### src/rtl/mem_stage.sv
// Memory pipeline stage: forwards ALU results, issues aligned loads/stores
// to data memory with a bounded wait, and flags misaligned/illegal ops.
module mem_stage #(
  parameter int unsigned TIMEOUT_CYCLES = 16
) (
  input  logic        clk,
  input  logic        rst_n,
  input  logic        in_valid,
  output logic        in_ready,
  input  logic        load_en,
  input  logic        store_en,
  input  logic        write_reg,
  input  logic [31:0] addr,
  input  logic [31:0] wdata,
  input  logic [4:0]  rd,
  output logic        mem_req,
  output logic        mem_we,
  output logic [31:0] mem_addr,
  output logic [31:0] mem_wdata,
  input  logic        mem_ack,
  input  logic [31:0] mem_rdata,
  output logic        wb_valid,
  output logic        wb_en,
  output logic [4:0]  wb_rd,
  output logic [31:0] wb_data,
  output logic        stall,
  output logic        err
);

  localparam int unsigned CNT_W = 8;
  localparam logic [CNT_W-1:0] CNT_LAST = CNT_W'(TIMEOUT_CYCLES - 1);

  typedef enum logic {IDLE, ACCESS} state_t;

  state_t           state, state_nxt;
  logic [CNT_W-1:0] cnt;
  logic [4:0]       pend_rd;
  logic             pend_wen;

  logic accept, is_mem, fault, start, ack_hit, tmo_hit;

  assign in_ready = (state == IDLE);
  assign stall    = (state == ACCESS);

  // State register
  always_ff @(posedge clk or negedge rst_n) begin
    if (!rst_n) state <= IDLE;
    else        state <= state_nxt;
  end

  // Next-state and per-edge event decode
  always_comb begin
    state_nxt = state;
    accept    = 1'b0;
    is_mem    = load_en | store_en;
    fault     = (load_en & store_en) | (is_mem & (addr[1:0] != 2'b00));
    start     = 1'b0;
    ack_hit   = 1'b0;
    tmo_hit   = 1'b0;
    case (state)
      IDLE: begin
        accept = in_valid;
        start  = in_valid & is_mem & ~fault;
        if (start) state_nxt = ACCESS;
      end
      ACCESS: begin
        // ack only counts while a request is actually on the bus; ack beats timeout
        ack_hit = mem_req & mem_ack;
        tmo_hit = mem_req & ~mem_ack & (cnt == CNT_LAST);
        if (ack_hit || tmo_hit) state_nxt = IDLE;
      end
      default: state_nxt = IDLE;
    endcase
  end

  // Registered memory request, writeback and fault outputs
  always_ff @(posedge clk or negedge rst_n) begin
    if (!rst_n) begin
      mem_req   <= 1'b0;
      mem_we    <= 1'b0;
      mem_addr  <= 32'h0;
      mem_wdata <= 32'h0;
      wb_valid  <= 1'b0;
      wb_en     <= 1'b0;
      wb_rd     <= 5'h0;
      wb_data   <= 32'h0;
      err       <= 1'b0;
      cnt       <= '0;
      pend_rd   <= 5'h0;
      pend_wen  <= 1'b0;
    end else begin
      wb_valid <= 1'b0;
      wb_en    <= 1'b0;
      err      <= 1'b0;
      if (accept) begin
        if (!is_mem) begin
          wb_valid <= 1'b1;
          wb_en    <= write_reg;
          wb_rd    <= rd;
          wb_data  <= addr;
        end else if (fault) begin
          wb_valid <= 1'b1;
          err      <= 1'b1;
          wb_rd    <= rd;
        end else begin
          mem_req   <= 1'b1;
          mem_we    <= store_en;
          mem_addr  <= addr;
          mem_wdata <= store_en ? wdata : 32'h0;
          cnt       <= '0;
          pend_rd   <= rd;
          pend_wen  <= write_reg & load_en;
        end
      end else if (ack_hit) begin
        mem_req  <= 1'b0;
        wb_valid <= 1'b1;
        wb_en    <= pend_wen;
        wb_rd    <= pend_rd;
        if (!mem_we) wb_data <= mem_rdata;
      end else if (tmo_hit) begin
        mem_req  <= 1'b0;
        wb_valid <= 1'b1;
        err      <= 1'b1;
      end else if (stall && mem_req) begin
        cnt <= cnt + CNT_W'(1);
      end
    end
  end

endmodule

### config.mk
export PLATFORM = sky130hd
export DESIGN_NAME = mem_stage
export DESIGN_NICKNAME = d
export VERILOG_FILES = /design/src/rtl/mem_stage.sv
export SDC_FILE = /design/constraint.sdc
export NUM_CORES = 1
export LEC_CHECK = 0
export CAP_MARGIN = 20
export CORE_UTILIZATION = 35
export CTS_BUF_LIST = sky130_fd_sc_hd__clkbuf_8
export CTS_CLUSTER_DIAMETER = 60
export DETAILED_ROUTE_END_ITERATION = 10
export PLACE_DENSITY = 0.67
export SETUP_SLACK_MARGIN = 0.05
export SLEW_MARGIN = 20
export SYNTH_ARGS = -nofsm -noshare
export SYNTH_HDL_FRONTEND = slang
export SYNTH_SLANG_ARGS = --single-unit
### constraint.sdc
create_clock -name clk -period 2 [get_ports clk]
set_input_delay 0.2 -clock clk [delete_from_list [all_inputs] [get_ports clk]]
set_output_delay 0.2 -clock clk [all_outputs]
set_load 0.02 [all_outputs]
==> results of run 1 <==
## logic make-up after synthesis
group	Yosys count	synth area share, %
AO/OA/AOI/OAI	90	9.39
multiplexers	73	17.5
XOR/XNOR	1	0.311
AND/OR/NAND/NOR	146	11.3
buffers and inverters	32	3.39
adder cells (fa/ha/maj)	1	0.239
flip-flops	121	57.8
## cells in the final DEF (no fill, tap or decap), drive strengths merged
cell           Yosys  final
mux2              41     41
dfrtp            121    121
a21o               1      1
clkinv             0      3
inv                3      5
o21a               2      2
nor2               5      5
a21oi              7      7
nand2b             1      1
a31oi              2      2
a21boi             1      1
clkbuf            10     23
a22oi              1      1
ha                 1      1
mux2i             32     32
nand2            121    121
and2               2      2
a41oi              2      2
xor2               1      1
dlygate4sd3        0      1
nand3              9      9
o2bb2ai            1      1
nand3b             1      1
o21ai             71     71
nor2b              2      2
nor3               2      2
nor4               1      1
buf               19     17
and3               2      2
bufinv             0      4
clkdlybuf4s50      0    214
a2bb2oi            1      1
o22ai              1      1
## metrics by stage
step	power, mW	hold slack [ns]	cell area (µm²)	instances	TNS, ns
after floorplan	6.22	-0.0956	5240	464	0
after global placement	8.57	0.209	7670	850	0
after detailed placement	8.65	0.217	7670	850	-0.321
after CTS	11.2	0.285	8140	883	0
after global routing	11.7	0.294	8140	883	0
final	11.1	0.310	8140	883	0
## layer usage
metal  global-route usage, %  part of all wire [%]
met5                       0                     0
met1                    23.0                    44
met3                    6.49                   7.7
met2                    29.7                    47
met4                    7.51                   1.7
## final cells by class
cell class / count / area [µm²] / share of cell area [%]
Clock buffer: 23 / 317 / 3.89
Clock inverter: 9 / 143 / 1.75
Inverter: 3 / 11.3 / 0.138
Multi-Input combinational cell: 311 / 2060 / 25.3
Sequential cell: 121 / 3030 / 37.2
Tap cell: 184 / 230 / 2.83
Timing Repair Buffer: 232 / 2350 / 28.9
## power by group through the flow
| stage | clock network, mW | logic [mW] | registers (mW) |
|---|---|---|---|
| 2_1_floorplan | 0 | 1.35 | 4.87 |
| 3_3_place_gp | 0 | 4.68 | 3.89 |
| 3_5_place_dp | 0 | 4.74 | 3.92 |
| 4_1_cts | 2.56 | 4.75 | 3.89 |
| 5_1_grt | 2.67 | 5.02 | 4.00 |
| 6_report | 2.49 | 4.70 | 3.88 |
## path summary, 6_finish.rpt
path	depth (start not counted)	endpoint	from	slack [ns]
setup / recovery	5	cnt[6]	cnt[0]	0.23
hold / removal	2	mem_addr[1]	rst_n	0.31
setup reg to reg	5	cnt[6]	cnt[0]	0.23
hold reg to reg	2	pend_wen	pend_wen	0.48
max in group asynchronous	3	mem_addr[13]	rst_n	1.06
min in group clk	3	mem_wdata[9]	wdata[9]	0.32
## flip-flops by register name, summed over array words and instances (netlist names)
name and cells:
pend_wen 1, cnt 8, wb_data 32, wb_rd 5
err 1, wb_valid 1, stall 1, wb_en 1
mem_we 1, mem_wdata 32, pend_rd 5, mem_req 1
mem_addr 32
==> impl_metrics.csv, run 1 <==
group,metric,value,unit
outcome,outcome,"finished clean",
logic_synthesis,synth_nets,573,
sta,grt_setup_unrepaired,"false",
critical_path,worstPathCellList,"ha_1 > and3_1 > a21oi_1 > a41oi_1 > a31oi_1",
drt,via_count,4168,
drt,antenna_left,0,
drt,detail_route.vias_per_cell,4.72,
critical_path,cpPeakStageDelay,0.42,ns
sta,tightestPinTransition,0.538,ns
critical_path,timing.critical_path.buf_inv,0,
die,coreArea,14600,µm²
finish,layout.nets,795,
finish,num_antenna_cells,0,
clock_network,htree_levels,4,
finish,num-fill-cells,1228,
sta,finalSetupViolations,0,
power_and_ir_drop,power.combinational.fraction,42.4,%
power_and_ir_drop,netSwitchingPower,3.69,mW
logic_synthesis,syn-mean-instance-area,11.3,µm²
logic_synthesis,synthMostInstantiatedCell,"sky130_fd_sc_hd__dfrtp_1",
critical_path,worst_setup_path_start_kind,"flop",
sta,hold_viol,0,
die,design.portCount,216,
run,timing.max_cap.violations,0,
drt,drt_iter0_markers,151,
die,fp.dieArea,15500,µm²
logic_synthesis,yosysUniqueCellTypes,34,
logic_synthesis,synth.area.top_cells,"sky130_fd_sc_hd__dfrtp_1 (58%), sky130_fd_sc_hd__mux2_4 (10%), sky130_fd_sc_hd__nand2_1 (8.6%)",
clock_network,cts_buffer_depth,2,
logic_synthesis,synth-edff-count,0,
finish,synthToLayoutAreaGrowth,55.4,%
critical_path,setup.worst_path.class,"flop to flop",
sta,slew-limit-headroom,64.1,%
global_route,globalRouteTotalUtil,18.6,%
die,die_height,124,µm
clock_network,source_to_sink_clock_delay_at_the_later_pin_of_the_worst_skew_pair,0.43,ns
sta,final.period_utilization,88.7,%
logic_synthesis,yosys_register_bits,121,
critical_path,critPathCaptureType,"flop",
placed_design,place.gp.congestion,0.753,
global_route,grt_antenna_before_repair,0,
placed_design,post-place-ws,-0.0331,ns
drt,wire_per_inst,15.5,µm
placed_design,post-dp-hpwl,10100,µm
drt,drt_wl_total,13700,µm
clock_network,cts_root_buf,"sky130_fd_sc_hd__clkbuf_8",
die,core.rowCount,44,
drt,drtPass1Iterations,4,
critical_path,critical_path_required,2.35,ns
critical_path,crit_slowest_cell,"sky130_fd_sc_hd__a21oi_1",
power_and_ir_drop,power.share.switching,33.4,%
sta,min_period,1.77,ns
clock_network,post_cts_setup_buffers,0,
logic_synthesis,synthesis.instances,464,
global_route,global_route.overflow_total,0,
finish,final_core_utilization,55.8,%
clock_network,cts_hold_buf,1,
logic_synthesis,postSynth.topFlopCell,"sky130_fd_sc_hd__dfrtp_1",
global_route,largest_net_degree_at_the_start_of_global_routing,70,
logic_synthesis,synthArstFlopShare,100,%
logic_synthesis,synth_top_area_share,57.8,%
global_route,number_of_global_route_vias_before_repair,4428,
global_route,first_pass_grt_wire_length,22700,µm
clock_network,cts_repair_resize_count,0,
power_and_ir_drop,power_frac_clock,22.5,%
sta,fin_worst_skew,0.00847,ns
logic_synthesis,synth_seq_area_share,57.8,%
critical_path,cp_delay_by_family_top,"compound AO/OA/AOI/OAI gates",
clock_network,tritoncts_clock_tree,"built",
critical_path,cp.arrival,2.12,ns
sta,worst_slack,0.227,ns
clock_network,cts.sink_count,121,
power_and_ir_drop,cell_internal_pwr,7.37,mW
logic_synthesis,mappedNetlistArea,5240,µm²
logic_synthesis,synth_warnings,0,
sta,max_freq,0.564,GHz
logic_synthesis,top_cell_types_by_occurrence_after_synthesis,"sky130_fd_sc_hd__dfrtp_1 (121), sky130_fd_sc_hd__nand2_1 (120), sky130_fd_sc_hd__o21ai_0 (61)",
power_and_ir_drop,power.density_cell_area,1360,nW/µm²
clock_network,clk_transition_reported_paths,0.07,ns
critical_path,crit_path_max_fanout,8,
power_and_ir_drop,seq_power_share,35.1,%
power_and_ir_drop,max-vdd-ir-drop,0.534,mV
hold_path,hold_class,"input port to async pin",
logic_synthesis,yosys.area.top_type,"sky130_fd_sc_hd__dfrtp_1",
drt,drcViolationCount,0,
clock_network,cts_made_buffers,17,
die,initial_utilization,35.9,%
power_and_ir_drop,leakage,3.88,nW
placed_design,port_buffers,215,
die,die_x,124,µm
finish,post_route_cells_drive_above_1_share,13.6,%
sta,maxSlewViolCount,0,
No activity file was read; power rests on OpenSTA's default activity.
==> run 2: changes to the inputs <==
--- a/config.mk
+++ b/config.mk
@@ -6,11 +6,11 @@
 export NUM_CORES = 1
 export LEC_CHECK = 0
 export CAP_MARGIN = 20
-export CORE_UTILIZATION = 35
+export CORE_UTILIZATION = 44
 export CTS_BUF_LIST = sky130_fd_sc_hd__clkbuf_8
 export CTS_CLUSTER_DIAMETER = 60
 export DETAILED_ROUTE_END_ITERATION = 10
-export PLACE_DENSITY = 0.67
+export PLACE_DENSITY = 0.82
 export SETUP_SLACK_MARGIN = 0.05
 export SLEW_MARGIN = 20
 export SYNTH_ARGS = -nofsm -noshare
==> impl_metrics.csv, run 2 (same netlist as run 1, synthesis figures left out) <==
group,metric,value,unit
placed_design,placed_cells_incl_taps,810,
clock_network,cts.sink_count,121,
outcome,outcome,"complete, but fails checks",
critical_path,worst_setup_path_start_kind,"flop",
placed_design,port_buffers,215,
critical_path,critical_path_required,2.34,ns
critical_path,worstPathCellList,"ha_1 > and3_1 > a21oi_1 > a41oi_1 > a31oi_1",
clock_network,cts_hold_buf,1,
global_route,globalRouteTotalUtil,24.2,%
clock_network,htree_levels,4,
sta,maxSlewViolCount,0,
critical_path,reg2reg_to,"cnt[5]",
hold_path,hold_class,"input port to async pin",
finish,seq_area,3030,µm²
sta,grt_setup_unrepaired,"false",
placed_design,post-dp-hpwl,10200,µm
placed_design,place.gp.congestion,0.814,
finish,most-common-layout-cells,"sky130_fd_sc_hd__clkdlybuf4s50_1 (214), sky130_fd_sc_hd__dfrtp_1 (121), sky130_fd_sc_hd__nand2_1 (120)",
critical_path,r2r_setup_slack,0.19,ns
finish,post_route_cells_drive_above_1_share,13.7,%
sta,hold_viol,0,
global_route,largest_net_degree_at_the_start_of_global_routing,65,
clock_network,cts_buffer_depth,2,
drt,drt_iter0_markers,246,
finish,num_antenna_cells,0,
sta,final.period_utilization,90.5,%
sta,max_freq,0.553,GHz
clock_network,cts_repair_resize_count,0,
finish,multi_input_area,2060,µm²
sta,min_period,1.81,ns
critical_path,reg2regPathDepth,5,
clock_network,post_cts_setup_buffers,0,
outcome,violated_checks,"DRC",
sta,slew-limit-headroom,67.8,%
drt,wire_per_inst,16.5,µm
drt,detail_route.vias_per_cell,5.09,
die,initial_utilization,45.5,%
clock_network,clk_transition_reported_paths,0.07,ns
finish,layout.cells.most_common,"sky130_fd_sc_hd__clkdlybuf4s50_1",
critical_path,cp_delay_by_family_top,"compound AO/OA/AOI/OAI gates",
global_route,grt_antenna_before_repair,0,
critical_path,crit_slowest_cell,"sky130_fd_sc_hd__a21oi_1",
finish,layout.nets,796,
sta,finalSetupViolations,0,
clock_network,tritoncts_clock_tree,"built",
critical_path,crit_path_max_fanout,8,
critical_path,cpPeakStageDelay,0.43,ns
clock_network,cts_root_buf,"sky130_fd_sc_hd__clkbuf_8",
die,die_x,111,µm
drt,drtPass1Iterations,7,
sta,fin_worst_skew,0.00889,ns
critical_path,cp.arrival,2.15,ns
die,fp.dieArea,12300,µm²
die,die_height,111,µm
global_route,first_pass_grt_wire_length,23000,µm
critical_path,critPathCaptureType,"flop",
drt,via_count,4283,
die,design.portCount,216,
run,timing.max_cap.violations,0,
finish,fin_cells,842,
sta,tightestPinTransition,0.483,ns
drt,antenna_left,0,
power_and_ir_drop,leakage,3.84,nW
finish,num-fill-cells,847,
global_route,global_route.overflow_total,0,
die,core.rowCount,39,
critical_path,timing.rr.start,"cnt[0]",
die,coreArea,11500,µm²
drt,drcViolationCount,38,
critical_path,setup.worst_path.class,"flop to flop",
finish,largestRegisters,"mem_addr (32), mem_wdata (32), wb_data (32)",
drt,drt_wl_total,13900,µm
power_and_ir_drop,power.density_cell_area,1320,nW/µm²
power_and_ir_drop,max-vdd-ir-drop,0.606,mV
global_route,number_of_global_route_vias_before_repair,4501,
critical_path,timing.critical_path.buf_inv,0,
clock_network,source_to_sink_clock_delay_at_the_later_pin_of_the_worst_skew_pair,0.43,ns
sta,fin_tns_setup,0,ns
finish,synthToLayoutAreaGrowth,53.1,%
clock_network,cts_made_buffers,17,
-- run 2: cell count changes in the layout (fill, tap and decap cells not counted), sizes merged --
cell      change
inv           -1
clkinv        +4
clkbuf        -2
bufinv        -3
clkinvlp      +1
buf           +1
-- run 2: worst max-delay path by stage --
stage               slack [ns]      from           end  cells past startpoint
global placement          0.15  in_valid  mem_addr[16]                      6
global route              0.09    cnt[0]        cnt[6]                      5
CTS                       0.18     stall      in_ready                      2
detailed placement        0.06   load_en      wb_rd[3]                      6
floorplan                 0.41    cnt[0]        cnt[5]                      6
finish                    0.19    cnt[0]        cnt[5]                      5
-- run 2: where the power goes --
part	switching, mW	total, mW	internal (mW)
clock network	0.919	2.00	1.09
logic	2.23	4.72	2.49
registers	0.547	3.89	3.35
total	3.70	10.6	6.92
-- run 2: metrics by stage --
step / power, mW / setup slack, ns / area (µm²) / util [%] / hold WS, ns
3_5_place_dp: 8.67 / 0.0626 / 7640 / 66.4 / 0.186
5_1_grt: 11.2 / 0.0919 / 8020 / 69.6 / 0.280
2_1_floorplan: 6.22 / 0.405 / 5240 / - / -0.0956
6_report: 10.6 / 0.191 / 8020 / 69.6 / 0.262
3_3_place_gp: 8.54 / 0.153 / 7640 / 66.4 / 0.182
4_1_cts: 10.7 / 0.181 / 8020 / 69.6 / 0.250
-- run 2: layer usage --
layer	up-vias	track usage (%)	routed length [µm]
met3	21	9.24	1210
met1	2043	27.5	5560
met4	0	13.5	359
li1	2029	-	-
met5	-	0	0
met2	190	39.5	6790
-- run 2: area by class of cell --
| cell class | instances | area share [%] |
|---|---|---|
| flip-flops and latches | 121 | 37.8 |
| repair buffers | 233 | 29.6 |
| multi-input cells | 311 | 25.7 |
| clock buffers | 21 | 3.61 |
| well taps | 143 | 2.23 |
| clock inverters | 10 | 0.952 |
| inverters | 3 | 0.140 |
